<file path="config.mk">
export PLATFORM = sky130hd
export DESIGN_NAME = audio_adc_conditioner
export DESIGN_NICKNAME = d
export VERILOG_FILES = /design/src/rtl/audio_adc_conditioner.sv
export SDC_FILE = /design/constraint.sdc
export NUM_CORES = 1
export LEC_CHECK = 0
export CAP_MARGIN = 20
export CORE_MARGIN = 5
export CORE_UTILIZATION = 50
export CTS_BUF_LIST = sky130_fd_sc_hd__clkbuf_2 sky130_fd_sc_hd__clkbuf_4 sky130_fd_sc_hd__clkbuf_8
export DETAILED_ROUTE_END_ITERATION = 12
export GPL_ROUTABILITY_DRIVEN = 0
export PLACE_DENSITY = 0.68
export SLEW_MARGIN = 40
export SYNTH_ARGS = -nofsm -noshare
export SYNTH_HDL_FRONTEND = slang
export SYNTH_SLANG_ARGS = --single-unit
</file>
<file path="constraint.sdc">
create_clock -name clk -period 6.96 [get_ports clk]
set_clock_uncertainty 0.2 [all_clocks]
set_input_delay 2.088 -clock clk [delete_from_list [all_inputs] [get_ports clk]]
set_output_delay 2.088 -clock clk [all_outputs]
set_load 0.01 [all_outputs]
</file>
<file path="src/rtl/audio_adc_conditioner.sv">
`default_nettype none
// ============================================================================
// Module   : audio_adc_conditioner
// Brief    : MCP3202 12-bit sample conditioner -> signed 16-bit PCM
//            (box decimation, DC removal, saturation, fixed-rate hold)
// Revision : 1.0 - initial release
// ============================================================================
module audio_adc_conditioner #(
  parameter int CLK_FREQ   = 135_000_000,
  parameter int OUT_RATE   = 48_000,
  parameter int DECIM_LOG2 = 3,
  parameter int DC_SHIFT   = 10
) (
  input  logic        clk,
  input  logic        reset,
  input  logic        enable,
  input  logic        sample_valid,
  input  logic [11:0] sample_in,
  output logic [15:0] pcm_out,
  output logic        pcm_strobe,
  output logic        overrun
);

  localparam int c_DIV   = CLK_FREQ / OUT_RATE;
  localparam int c_DIV_W = (c_DIV > 1) ? $clog2(c_DIV) : 1;
  localparam int c_ACC_W = 12 + DECIM_LOG2;
  localparam int c_DC_W  = 12 + DC_SHIFT;

  typedef enum logic [1:0] {
    S_IDLE    = 2'd0,
    S_FILTER  = 2'd1,
    S_PUBLISH = 2'd2
  } state_t;

  logic signed [11:0]        w_s;
  logic signed [c_ACC_W-1:0] w_acc_sum;
  logic signed [c_ACC_W-1:0] r_acc;
  logic [DECIM_LOG2-1:0]     r_dec_cnt;
  logic signed [11:0]        r_avg;
  logic                      r_go;
  state_t                    r_state;
  state_t                    w_state_next;
  logic signed [c_DC_W-1:0]  r_dc_acc;
  logic signed [c_DC_W-1:0]  w_dc_next;
  logic signed [11:0]        w_dc_q;
  logic signed [12:0]        w_hp;
  logic signed [12:0]        r_hp;
  logic signed [16:0]        w_hp_sh;
  logic [15:0]               w_hp_sat;
  logic [15:0]               r_hp_reg;
  logic                      r_fresh;
  logic [c_DIV_W-1:0]        r_div_cnt;
  logic                      w_div_wrap;

  // Offset binary to two's complement: flipping the MSB maps 0x800 to zero.
  assign w_s       = {~sample_in[11], sample_in[10:0]};
  assign w_acc_sum = r_acc + {{DECIM_LOG2{w_s[11]}}, w_s};

  always_ff @(posedge clk or posedge reset) begin
    if (reset) begin
      r_acc     <= '0;
      r_dec_cnt <= '0;
      r_avg     <= '0;
      r_go      <= 1'b0;
    end else if (!enable) begin
      r_acc     <= '0;
      r_dec_cnt <= '0;
      r_go      <= 1'b0;
    end else begin
      r_go <= 1'b0;
      if (sample_valid) begin
        if (&r_dec_cnt) begin
          // Upper slice of the sum is the arithmetic shift by DECIM_LOG2.
          r_avg     <= w_acc_sum[c_ACC_W-1:DECIM_LOG2];
          r_acc     <= '0;
          r_dec_cnt <= '0;
          r_go      <= 1'b1;
        end else begin
          r_acc     <= w_acc_sum;
          r_dec_cnt <= r_dec_cnt + DECIM_LOG2'(1);
        end
      end
    end
  end

  always_ff @(posedge clk or posedge reset) begin
    if (reset) r_state <= S_IDLE;
    else       r_state <= w_state_next;
  end

  always_comb begin
    w_state_next = r_state;
    case (r_state)
      S_IDLE:    if (r_go) w_state_next = S_FILTER;
      S_FILTER:  w_state_next = S_PUBLISH;
      S_PUBLISH: w_state_next = S_IDLE;
      default:   w_state_next = S_IDLE;
    endcase
    if (!enable) w_state_next = S_IDLE;
  end

  assign w_dc_q    = r_dc_acc[c_DC_W-1:DC_SHIFT];
  assign w_hp      = {r_avg[11], r_avg} - {w_dc_q[11], w_dc_q};
  assign w_dc_next = r_dc_acc + {{DC_SHIFT{r_avg[11]}}, r_avg}
                   - {{DC_SHIFT{w_dc_q[11]}}, w_dc_q};
  assign w_hp_sh   = {r_hp, 4'b0000};
  // The shifted value fits 16 bits only when its top two bits agree.
  assign w_hp_sat  = (w_hp_sh[16] == w_hp_sh[15]) ? w_hp_sh[15:0]
                   : (w_hp_sh[16] ? 16'h8000 : 16'h7FFF);

  always_ff @(posedge clk or posedge reset) begin
    if (reset) begin
      r_dc_acc <= '0;
      r_hp     <= '0;
      r_hp_reg <= '0;
      r_fresh  <= 1'b0;
      overrun  <= 1'b0;
    end else if (!enable) begin
      r_hp_reg <= '0;
      r_fresh  <= 1'b0;
    end else begin
      if (w_div_wrap) r_fresh <= 1'b0;
      case (r_state)
        S_FILTER: begin
          r_dc_acc <= w_dc_next;
          r_hp     <= w_hp;
        end
        S_PUBLISH: begin
          r_hp_reg <= w_hp_sat;
          r_fresh  <= 1'b1;
          if (r_fresh && !w_div_wrap) overrun <= 1'b1;
        end
        default: ;
      endcase
    end
  end

  // Strobe and pcm_out are registered together so they change on the same cycle.
  assign w_div_wrap = (r_div_cnt == c_DIV_W'(c_DIV - 1));

  always_ff @(posedge clk or posedge reset) begin
    if (reset) begin
      r_div_cnt  <= '0;
      pcm_strobe <= 1'b0;
      pcm_out    <= '0;
    end else begin
      pcm_strobe <= w_div_wrap;
      if (w_div_wrap) begin
        r_div_cnt <= '0;
        pcm_out   <= r_hp_reg;
      end else begin
        r_div_cnt <= r_div_cnt + c_DIV_W'(1);
      end
    end
  end

endmodule
`default_nettype wire

</file>
# After elaboration in Yosys (flattened, before gate mapping)
# Index checks and enable logic that the tools add are counted.
[word_totals]
ff_bits = 115
inputBits = 16
output_inout_bits = 18
word_cells = 55
[op_classes]
add_sub_neg = 6
n_eq_ne = 8
n_mux = 20
n_bitwise = 1
reduce_logical = 7
[op_table]
columns = ["op", "n"]
rows = [
  ["$mux 16", 4],
  ["$mux 15", 3],
  ["$add 22x22->22", 1],
  ["$sub 22x22->22", 1],
  ["$add 15x15->15", 1],
  ["$sub 12x12->13", 1],
  ["$add 12x1->12 const B", 1],
  ["$eq 12x12->1 const B", 1],
  ["$mux 12", 1],
  ["$mux 3", 3],
  ["$mux 1", 6],
  ["$reduce_and 3->1", 2],
  ["$reduce_and 5->1", 1],
  ["$mux 2", 2],
  ["$ne 2x1->1 const B", 2],
  ["$pmux 2 s2", 1],
  ["$add 3x1->3 const B", 1],
  ["$ne 3x1->1 const B", 1],
  ["$ne 3x3->1 const B", 1],
  ["$eq 2x1->1 const B", 1],
  ["$eq 2x2->1 const B", 1],
  ["$logic_not 2->1", 1],
  ["$reduce_and 2->1", 1],
  ["$eq 1x1->1", 1],
  ["3 further kinds", 3],
]

# Longest topological paths before layout
# Gate-level depths: netlist of run 1.
[logic_depth]
word_depth = 5
ltp_mapped = 12
mapped_depth_nobuf = 12

# Least setup slack after synthesis of run 1
# OpenSTA, ideal clock, no wires.
[synth_path]
path_type = "input -> register"
from = "input port sample_in[0]"
to = "register r_acc[14]"
arrival_time_ps = 3817
slack_ps = 2857
cell_stages = 10
n_path_buf = 0
path_cell_list = "ha_1 -> inv_1 -> fa_1 -> nor2b_1 -> o2111ai_1 -> nand3_1 -> a41o_1 -> a211oi_1 -> or2_2 -> o211ai_1"
[synth_via]
elab_chain_len = 4
[synth_rtl]
columns = ["item", "line", "source"]
rows = [
  ["from (decl)", "18", "input logic [11:0] sample_in,"],
  ["$add 15x15->15", "57", "assign w_acc_sum = r_acc + {{DECIM_LOG2{w_s[11]}}, w_s};"],
  ["$mux 15", "72", "if (&r_dec_cnt) begin"],
  ["$mux 15", "71", "if (sample_valid) begin"],
  ["$mux 15", "65", "end else if (!enable) begin"],
  ["to (signal assigned)", "79", "r_acc <= w_acc_sum;"],
  ["to (decl)", "37", "logic signed [c_ACC_W-1:0] r_acc;"],
]
# No other way between the ends. The select of a mux whose other input is x is not followed.
# A chain may end at the register's enable or synchronous reset.

# Final worst setup path of run 1
# Ends and elaborated chain as after synthesis.

==> results of run 1 <==
-- final cells by class --
cell class | instances | area, um^2 | share of cell area [%]
Clock inverter | 4 | 56.3 | 0.729
Timing Repair Buffer | 37 | 360 | 4.67
Tap cell | 180 | 225 | 2.92
Clock buffer | 12 | 159 | 2.06
Multi-Input combinational cell | 550 | 3840 | 49.8
Sequential cell | 109 | 2730 | 35.3
Inverter | 92 | 350 | 4.54
-- final timing paths --
check	to	slack, ns	cells after the start
worst max-delay path	r_acc[14]	2.57	11
worst min-delay path	r_div_cnt[0]	0.26	1
worst max register to register	r_dc_acc[18]	3.35	11
worst min register to register	r_div_cnt[0]	0.26	1
max in group asynchronous	r_dc_acc[4]	3.67	3
min in group asynchronous	r_dec_cnt[0]	1.96	2
-- placed cells by master, fill, tap and decap left out, types with 6 or more instances in the layout --
master | netlist | routed
dfrtp_1 | 109 | 109
o21a_1 | 9 | 9
inv_1 | 92 | 91
xor2_1 | 23 | 23
nand2_1 | 139 | 139
and3_1 | 12 | 12
fa_1 | 23 | 23
o21ai_1 | 7 | 7
a31oi_1 | 6 | 6
nor2_1 | 30 | 30
nand3_1 | 16 | 16
nor2b_1 | 7 | 6
xnor2_1 | 21 | 21
clkdlybuf4s50_1 | 0 | 33
a21oi_1 | 30 | 30
nor3_1 | 8 | 8
ha_1 | 52 | 52
a21o_1 | 16 | 16
clkbuf_8 | 0 | 11
o21ai_0 | 70 | 70
-- stage by stage --
| step | area (um^2) | total power, mW | std cells | worst slack (ns) | util, % |
|---|---|---|---|---|---|
| detailed placement | 7500 | 0.839 | 967 | 2.18 | 54.2 |
| global placement | 7500 | 0.834 | 967 | 2.23 | 54.2 |
| CTS | 7720 | 1.25 | 983 | 2.61 | 55.8 |
| finish | 7720 | 1.23 | 984 | 2.57 | 55.9 |
| global route | 7720 | 1.30 | 984 | 2.46 | 55.9 |
| floorplan | 7010 | 0.796 | 774 | 1.80 | - |
-- per-layer routing --
metal	vias to the layer above	share of wire (%)	GRT usage, %
met2	87	46	29.9
met1	2470	47	25.1
met4	0	1.5	4.87
met3	18	4.9	5.06
li1	2638	-	-
met5	-	0	0
-- cells in the mapped netlist, types with 3 or more instances --
master,instances
nand3b_1,3
fa_1,23
o211ai_1,3
a22o_1,5
and3_1,12
xor2_1,23
o21ai_1,7
o21bai_1,3
mux2_2,4
a211oi_1,3
nand2_1,139
or2_2,4
nor2_1,30
dfrtp_1,109
inv_1,92
ha_1,52
clkbuf_1,16
a21boi_0,3
a31o_2,3
or3_1,3
a31oi_1,6
o21a_1,9
xnor2_1,21
nand2b_1,4
o21ai_0,70
a21oi_1,30
buf_4,3
nand3_1,16
mux2i_1,3
nor3_1,8
a21o_1,16
nor2b_1,7
and2_1,5
buf_1,3
-- cell families after synthesis --
| kind of cell | Yosys count | synth area share [%] |
|---|---|---|
| and+or+nand+nor | 245 | 15.9 |
| AOI/OAI and AO/OA | 178 | 16.2 |
| buffers and inverters | 115 | 6.33 |
| DFF | 109 | 38.9 |
| adders and majority gates | 75 | 15.8 |
| xor gates and xnor gates | 45 | 5.82 |
| muxes | 7 | 1.07 |
-- power groups by stage --
| stage | registers [mW] | logic [mW] | clock network [mW] |
|---|---|---|---|
| after floorplan | 0.666 | 0.130 | 0 |
| after detailed placement | 0.669 | 0.170 | 0 |
| after global routing | 0.659 | 0.192 | 0.448 |
| final | 0.658 | 0.170 | 0.404 |
| after global placement | 0.669 | 0.165 | 0 |
| after CTS | 0.658 | 0.171 | 0.423 |
==> key figures, run 1 <==
Yosys
  • Dominant cells by area after synthesis: dfrtp_1, ha_1, nand2_1, fa_1, o21ai_0
  • Sequential area share after synthesis: 38.9%
  • Synth cell types: 63
  • Synth async-reset ratio: 100%
  • Area leader, netlist: dfrtp_1
  • Syn avg cell area: 9.06 um^2
  • Net Count, Synth: 865
  • Synthesized area: 7010 um^2
  • Synth Flop Type: dfrtp_1
  • Yosys reg bits: 109
  • YS warnings: 0
  • Post-synth EDFFs: 0
  • Share of the synthesized area in the top cell type: 38.9%
  • Syn Inst Count: 774

Power and ir drop
  • P_leak: 3.84 nW
  • Cell internal pwr: 0.912 mW
  • Comb pwr share: 13.8%
  • VDD IR-drop max: 0.0832 mV
  • Clk pwr share: 32.8%
  • P_sw: 0.320 mW
  • Sw frac: 26.0%
  • Power Dens Cells: 160 nW/um^2
  • Reg power frac: 53.4%

Timing
  • RSZ-0062 raised after global routing: false
  • Period minus WS final: 4.39 ns
  • Slew headroom: 48.9%
  • Final Hold Fails: 0
  • Setup TNS: 0 ns
  • Hold_ws: 0.259 ns
  • Final period utilization: 63.1%
  • Slew Limit Fails: 0
  • Achievable Freq: 228 MHz
  • Tightest Pin Transition: 0.763 ns
  • Final setup viols: 0

Clock network
  • Hold buffer count at cts: 0
  • CTS buffer count: 9
  • Sink Count: 109
  • Clock latency on the worst-skew pair: 0.38 ns
  • Root buffer cell: clkbuf_8
  • Maximum buffer depth of the clock tree: 2
  • CTS tree: done
  • Worst-path clk slew: 0.09 ns
  • Post-CTS sizing: 0
  • CTS H-tree depth: 3
  • Setup Fix Bufs, Post-CTS: 0

Route
  • DR WL/cell: 14.5 um
  • Total Wirelength: 14,300 um
  • DRC viols: 0
  • DR vias/cell: 5.30
  • Antenna Nets Post-Route: 0
  • Drt initial violations: 276
  • Via Count: 5,213
  • Pre-antenna DRT Iters: 4

Final layout
  • # fillers: 1,204
  • Antenna cell count: 0
  • Layout area overhead: 10.1%
  • Max FFs per register: 26
  • Layout cells sized above 1: 5.72%
  • Final nets: 890

Run
  • Max cap viols: 0

Setup path
  • FF-to-FF Start: r_avg[11]
  • Slowest cell on the critical path: clkdlybuf4s50_1
  • Crit path largest cell delay: 0.46 ns
  • Crit start category: primary input
  • Crit. Startpoint: sample_in[0]
  • Worst EP arrival: 4.49 ns
  • Crit path required time: 7.06 ns
  • Worst Setup End Kind: flop
  • Critical path type: in -> reg
  • Buffer and inverter count on the worst path: 2
  • Maximum fanout along the worst path: 3
  • CP cell instances: clkdlybuf4s50_1 -> ha_1 -> inv_1 -> fa_1 -> nor2b_1 -> o2111ai_1 -> nand3_1 -> a41o_1 -> a211oi_1 -> or2_2 -> o211ai_1
  • Critical path's top delay family: compound AO/OA/AOI/OAI gates

Die
  • # rows: 43
  • Die Wd: 128 um
  • Core area: 13,800 um^2
  • Starting Density: 50.7%
  • Die H: 128 um
  • Io pins: 34
  • Die area: 16,500 um^2

Global routing
  • GRT overflow: 0
  • GR Util All Layers: 18.6%
  • Vias in the first global route: 5,221
  • Largest net degree at the start of global routing: 75
  • First-pass GRT wire length: 24,700 um
  • Initial antenna violation count: 0

Min path
  • Worst min path class: reg -> reg
  • Hold Path Origin: r_div_cnt[0]

Place
  • DP HPWL: 11,000 um
  • PortBufs: 33

Outcome
  • Status: finished, final reports clean
Power figures use the tool's default switching activity.
==> inputs of run 2 (changes only) <==
Settings changed: PLACE_DENSITY 0.68 to 0.71.
Clock period 6.96 ns to 3.7 ns, I/O delays scaled along.
==> run 2 against run 1 <==
Sequential share of layout area fell by 0.32 points. Die area did not move. Non-clock buffer count rose by 8. Via count rose by 1.7%. Global-route usage fell by 0.17 points. Sequential power rose by 88%. Power rose by 92%. Wire length fell by 0.36%. Utilization rose by 0.52 points. Largest cell class unchanged. Largest power group unchanged.
==> key figures, run 2 (synthesis gave the netlist of run 1 again) <==
Clock network
  • CTS tree: done
  • Maximum buffer depth of the clock tree: 2 (unchanged)
  • Root buffer cell: clkbuf_8
  • CTS buffer count: 9 (unchanged)
  • Post-CTS sizing: 0 (unchanged)
  • Sink Count: 109 (unchanged)
  • Worst-path clk slew: 0.11 ns (+0.02 ns)
  • Clock latency on the worst-skew pair: 0.40 ns (+0.02 ns)
  • Hold buffer count at cts: 0 (unchanged)
  • Setup Fix Bufs, Post-CTS: 0 (unchanged)
  • CTS H-tree depth: 3 (unchanged)

Setup path
  • Critical path type: reg -> reg
  • Crit path required time: 3.78 ns (-3.28 ns)
  • Buffer and inverter count on the worst path: 2 (unchanged)
  • CP cell instances: inv_1 -> fa_1 -> inv_1 -> ha_1 -> a21o_1 -> a31oi_1 -> o21ai_0 -> a221o_1 -> a21oi_1 -> xor2_1 -> o21ai_1
  • Maximum fanout along the worst path: 7 (+4)
  • Reg2reg setup slack: 0.31 ns (-3.04 ns)
  • Worst EP arrival: 3.47 ns (-1.02 ns)
  • Crit path largest cell delay: 0.58 ns (+0.12 ns)
  • FF-to-FF Start: r_avg[11]
  • FF-to-FF path depth: 11 (unchanged)
  • Top cell by count, worst path: inv_1
  • RR Endpoint: r_dc_acc[18]
  • Critical path's top delay family: compound AO/OA/AOI/OAI gates
  • Crit start category: flop
  • Crit path depth: 11 (unchanged)
  • Slowest cell on the critical path: fa_1
  • Worst Setup End Kind: flop
  • Crit. Startpoint: r_avg[11]
  • Critical path capture point: r_dc_acc[18]

Timing
  • Final setup viols: 0 (unchanged)
  • Setup TNS: 0 ns (unchanged)
  • Slew headroom: 56.1% (+7.2 points)
  • Final period utilization: 91.7%
  • Final Hold Fails: 0 (unchanged)
  • Period minus WS final: 3.39 ns
  • RSZ-0062 raised after global routing: false
  • Slew Limit Fails: 0 (unchanged)
  • Tightest Pin Transition: 0.658 ns (-0.105 ns)
  • Achievable Freq: 295 MHz

Power and ir drop
  • Comb pwr share: 14.0% (+0.2 points)
  • Clk pwr share: 33.7% (+0.9 points)
  • Power Dens Cells: 303 nW/um^2 (+90%)
  • Cell internal pwr: 1.71 mW (+87%)
  • Sw frac: 27.8% (+1.8 points)
  • VDD IR-drop max: 0.163 mV (+96%)
  • P_leak: 3.88 nW (+1.0%)
  • Reg power frac: 52.4% (-1.0 points)
  • P_sw: 0.656 mW (+100%)

Route
  • Via Count: 5,301 (+1.7%)
  • Total Wirelength: 14,300 um (-0.36%)
  • DRC viols: 0 (unchanged)
  • Drt initial violations: 315 (+14%)
  • DR vias/cell: 5.34 (+0.87%)
  • Pre-antenna DRT Iters: 4 (unchanged)
  • Antenna Nets Post-Route: 0 (unchanged)
  • DR WL/cell: 14.4 um (-1.2%)

Die
  • Starting Density: 50.7% (unchanged)
  • # rows: 43 (unchanged)
  • Io pins: 34 (unchanged)
  • Die Wd: 128 um (unchanged)
  • Die area: 16,500 um^2 (unchanged)
  • Core area: 13,800 um^2 (unchanged)
  • Die H: 128 um (unchanged)

Global routing
  • Vias in the first global route: 5,259 (+0.73%)
  • GRT overflow: 0 (unchanged)
  • First-pass GRT wire length: 24,600 um (-0.44%)
  • Largest net degree at the start of global routing: 110 (+47%)
  • GR Util All Layers: 18.5% (-0.17 points)
  • Initial antenna violation count: 0 (unchanged)

Final layout
  • # fillers: 1,198 (-0.50%)
  • Antenna cell count: 0 (unchanged)
  • Most frequent cells in the layout: nand2_1, dfrtp_1, inv_1
  • Reg area: 2730 um^2 (unchanged)
  • Max FFs per register: 26 (unchanged)
  • Final nets: 898 (+0.90%)
  • Area taken by multi-input logic gates: 3840 um^2 (about the same)
  • Most common cell after layout, fill and taps aside: nand2_1
  • Util after Layout: 56.4% (+0.52 points)
  • Layout area overhead: 11.1%
  • Layout cells sized above 1: 6.53% (+0.81 points)

Place
  • PortBufs: 33 (unchanged)
  • DP HPWL: 11,000 um (-0.40%)

Min path
  • Hold Path Origin: r_div_cnt[0]
  • Worst min path class: reg -> reg

Run
  • Max cap viols: 0 (unchanged)

Outcome
  • Status: finished, final reports clean
-- run 2: worst min path at each step --
stage                   end  slack [ns]  cells past startpoint
2_1_floorplan  r_div_cnt[0]        0.22                      1
3_3_place_gp   r_div_cnt[0]        0.24                      1
3_5_place_dp   r_div_cnt[0]        0.25                      1
4_1_cts        r_div_cnt[0]        0.26                      1
5_1_grt        r_div_cnt[0]        0.28                      1
6_report       r_div_cnt[0]        0.26                      1
-- run 2: final cells by class --
class | instances | share of cell area (%)
clock buffers | 10 | 1.77
clock inverters | 6 | 1.03
inverters | 92 | 4.48
multi-input cells | 550 | 49.3
flip-flops and latches | 109 | 35.0
well taps | 180 | 2.89
repair buffers | 45 | 5.55
-- run 2: metrics by stage --
stage	hold slack [ns]	instance area [um^2]	setup slack [ns]	total power [mW]	cells
6_report	0.258	7790	0.305	2.36	992
5_1_grt	0.278	7790	0.0872	2.48	992
4_1_cts	0.261	7790	0.318	2.39	992
3_5_place_dp	0.246	7580	-0.0234	1.59	976
3_3_place_gp	0.242	7580	0.0645	1.58	976
2_1_floorplan	0.224	7020	0.471	1.50	774
-- run 2: metal layers --
layer  part of all wire (%)  vias to the layer above  GRT usage, %
li1                       -                     2649             -
met4                    1.9                        0          5.74
met1                     47                     2526          25.1
met2                     47                      101          29.7
met5                      0                        -             0
met3                    4.0                       25          4.07
-- run 2: power by group through the flow --
stage | sequential (mW) | clock [mW] | combinational [mW]
after CTS | 1.24 | 0.817 | 0.332
after floorplan | 1.25 | 0 | 0.245
after global routing | 1.24 | 0.865 | 0.371
final | 1.24 | 0.795 | 0.330
after detailed placement | 1.26 | 0 | 0.330
after global placement | 1.26 | 0 | 0.315
==> inputs of run 3 (changes only) <==
Settings changed: PLACE_DENSITY 0.71 to not set, PLACE_DENSITY_LB_ADDON set to 0.05.
==> run 3 against run 2 <==
Cell area barely moved. Combinational power hardly changed. Clock power down 11%. Critical endpoint is now r_dc_acc[20]. Largest cell class unchanged. Largest power group unchanged. Highest routed layer unchanged.
==> key figures, run 3 (synthesis gave the netlist of run 1 again) <==
Die
  • Die H: 128 um (unchanged)
  • Die area: 16,500 um^2 (unchanged)
  • Die Wd: 128 um (unchanged)
  • # rows: 43 (unchanged)
  • Starting Density: 50.7% (unchanged)
  • Core area: 13,800 um^2 (unchanged)
  • Io pins: 34 (unchanged)

Min path
  • Hold path endpoint: r_div_cnt[0]
  • Worst min path class: reg -> reg
  • Hold Path Origin: r_div_cnt[0]
  • WHS Path Cells: 1 (unchanged)

Place
  • Inst Count DP: 979 (+0.31%)
  • DP HPWL: 11,500 um (+4.4%)
  • Pre-CTS setup slack: -0.0130 ns (+0.0104 ns)
  • Post-DP Area: 7600 um^2 (+0.30%)
  • PortBufs: 33 (unchanged)

Timing
  • Final period utilization: 92.7% (+0.91 points)
  • Tightest Pin Transition: 0.715 ns (+0.0566 ns)
  • Hold_ws: 0.269 ns (+0.0106 ns)
  • Slew headroom: 52.1% (-4.0 points)
  • Period minus WS final: 3.43 ns (+0.0336 ns)
  • PnR worst setup slack: 0.272 ns (-0.0336 ns)
  • RSZ-0062 raised after global routing: false
  • Setup TNS: 0 ns (unchanged)
  • Final Hold Fails: 0 (unchanged)
  • Achievable Freq: 292 MHz (-0.98%)
  • Slew Limit Fails: 0 (unchanged)
  • Final setup viols: 0 (unchanged)

Power and ir drop
  • VDD IR-drop max: 0.173 mV (+6.2%)
  • Reg power frac: 54.4% (+2.0 points)
  • P_sw: 0.618 mW (-5.8%)
  • Power Dens Cells: 292 nW/um^2 (-3.7%)
  • Comb pwr share: 14.5% (+0.5 points)
  • Total power: 2.27 mW (-3.7%)
  • Cell internal pwr: 1.66 mW (-2.9%)
  • Clk pwr share: 31.1% (-2.6 points)
  • Sw frac: 27.2% (-0.60 points)
  • P_leak: 3.87 nW (about the same)

Clock network
  • CTS H-tree depth: 3 (unchanged)
  • Post-CTS sizing: 0 (unchanged)
  • Root buffer cell: clkbuf_8
  • Maximum buffer depth of the clock tree: 2 (unchanged)
  • CTS tree: done
  • Hold buffer count at cts: 0 (unchanged)
  • Clock latency on the worst-skew pair: 0.38 ns (-0.02 ns)
  • Sink Count: 109 (unchanged)
  • Worst-path clk slew: 0.11 ns (about the same)
  • CTS buffer count: 9 (unchanged)
  • Setup Fix Bufs, Post-CTS: 0 (unchanged)

Setup path
  • Reg2reg setup slack: 0.27 ns (-0.03 ns)
  • CP cell instances: inv_1 -> buf_4 -> fa_1 -> inv_1 -> ha_1 -> a21o_1 -> a31oi_1 -> o21bai_1 -> a31o_2 -> a31oi_1 -> xor2_1 -> o21ai_1
  • FF-to-FF path depth: 12 (+1)
  • RR Endpoint: r_dc_acc[20]
  • Crit. Startpoint: r_avg[11]
  • FF-to-FF Start: r_avg[11]
  • Worst Setup End Kind: flop
  • Crit path required time: 3.77 ns (about the same)
  • Critical path type: reg -> reg
  • Maximum fanout along the worst path: 6 (-1)
  • Crit start category: flop
  • Crit path largest cell delay: 0.54 ns (-0.04 ns)
  • Worst EP arrival: 3.50 ns (+0.03 ns)
  • Slowest cell on the critical path: fa_1

Global routing
  • First-pass GRT wire length: 25,700 um (+4.5%)
  • Largest net degree at the start of global routing: 110 (unchanged)
  • GR Util All Layers: 19.3% (+0.77 points)
  • GRT overflow: 0 (unchanged)
  • Vias in the first global route: 5,330 (+1.4%)
  • Initial antenna violation count: 0 (unchanged)

Outcome
  • Status: finished, final reports clean

Route
  • Via Count: 5,256 (-0.85%)
  • DR WL/cell: 14.8 um (+2.7%)
  • Total Wirelength: 14,700 um (+3.0%)
  • DRC viols: 0 (unchanged)
  • Pre-antenna DRT Iters: 4 (unchanged)
  • DR vias/cell: 5.28 (-1.1%)
  • Antenna Nets Post-Route: 0 (unchanged)
  • Drt initial violations: 275 (-13%)

Final layout
  • Antenna cell count: 0 (unchanged)
  • Most frequent cells in the layout: nand2_1, dfrtp_1, inv_1
  • Area taken by multi-input logic gates: 3840 um^2 (unchanged)
  • Non-Filler Instances: 995 (+0.30%)
  • Final nets: 901 (+0.33%)
  • Layout cells sized above 1: 6.87% (+0.34 points)
  • Reg area: 2730 um^2 (unchanged)
  • Most common cell after layout, fill and taps aside: nand2_1
  • Layout area overhead: 11.1% (about the same)
  • Final Instance Area: 7790 um^2 (about the same)
  • Max FFs per register: 26 (unchanged)
  • # fillers: 1,241 (+3.6%)
  • Util after Layout: 56.3% (about the same)

Run
  • Max cap viols: 0 (unchanged)
## run 3: cell count changes in the layout (fill, tap and decap cells not counted)
| cell | before | now |
|---|---|---|
| buf_4 | 11 | 14 |
| clkinvlp_4 | 1 | 3 |
| bufinv_16 | 1 | 0 |
| clkbuf_4 | 0 | 1 |
| clkbuf_8 | 10 | 11 |
| clkinv_2 | 1 | 0 |
| clkinv_4 | 1 | 2 |
| clkinv_8 | 1 | 0 |
| inv_6 | 1 | 0 |
| inv_8 | 1 | 0 |
## run 3: cell type report
class	instances	area share, %
Multi-Input combinational cell	550	49.3
Timing Repair Buffer	48	5.85
Clock buffer	12	2.04
Inverter	92	4.48
Sequential cell	109	35.0
Clock inverter	4	0.418
Tap cell	180	2.89
## run 3: worst max-delay path, delay by kind of cell, from the launching register on
kind	cells	cell delay, ns
AOI/OAI and AO/OA	6	1.13
xor gates and xnor gates	1	0.17
adders and majority gates	2	0.91
buffers and inverters	3	0.48
DFF	1	0.41
## run 3: worst max path at each step
stage,end,depth (start not counted)
global placement,r_acc[14],11
global route,r_dc_acc[20],12
finish,r_dc_acc[20],12
CTS,r_dc_acc[20],12
floorplan,r_dc_acc[18],12
detailed placement,r_acc[14],11
## run 3: per-layer routing
layer,track usage (%),wire (um),vias up
li1,-,-,2668
met1,26.6,7070,2522
met2,31.2,6920,51
met3,3.69,505,15
met4,5.18,190,0
met5,0,0,-
## run 3: power by group through the flow
stage	Sequential (mW)	Clock, mW	Combinational [mW]
2_1_floorplan	1.25	0	0.245
3_3_place_gp	1.26	0	0.326
3_5_place_dp	1.26	0	0.332
4_1_cts	1.24	0.732	0.334
5_1_grt	1.24	0.781	0.376
6_report	1.24	0.708	0.329
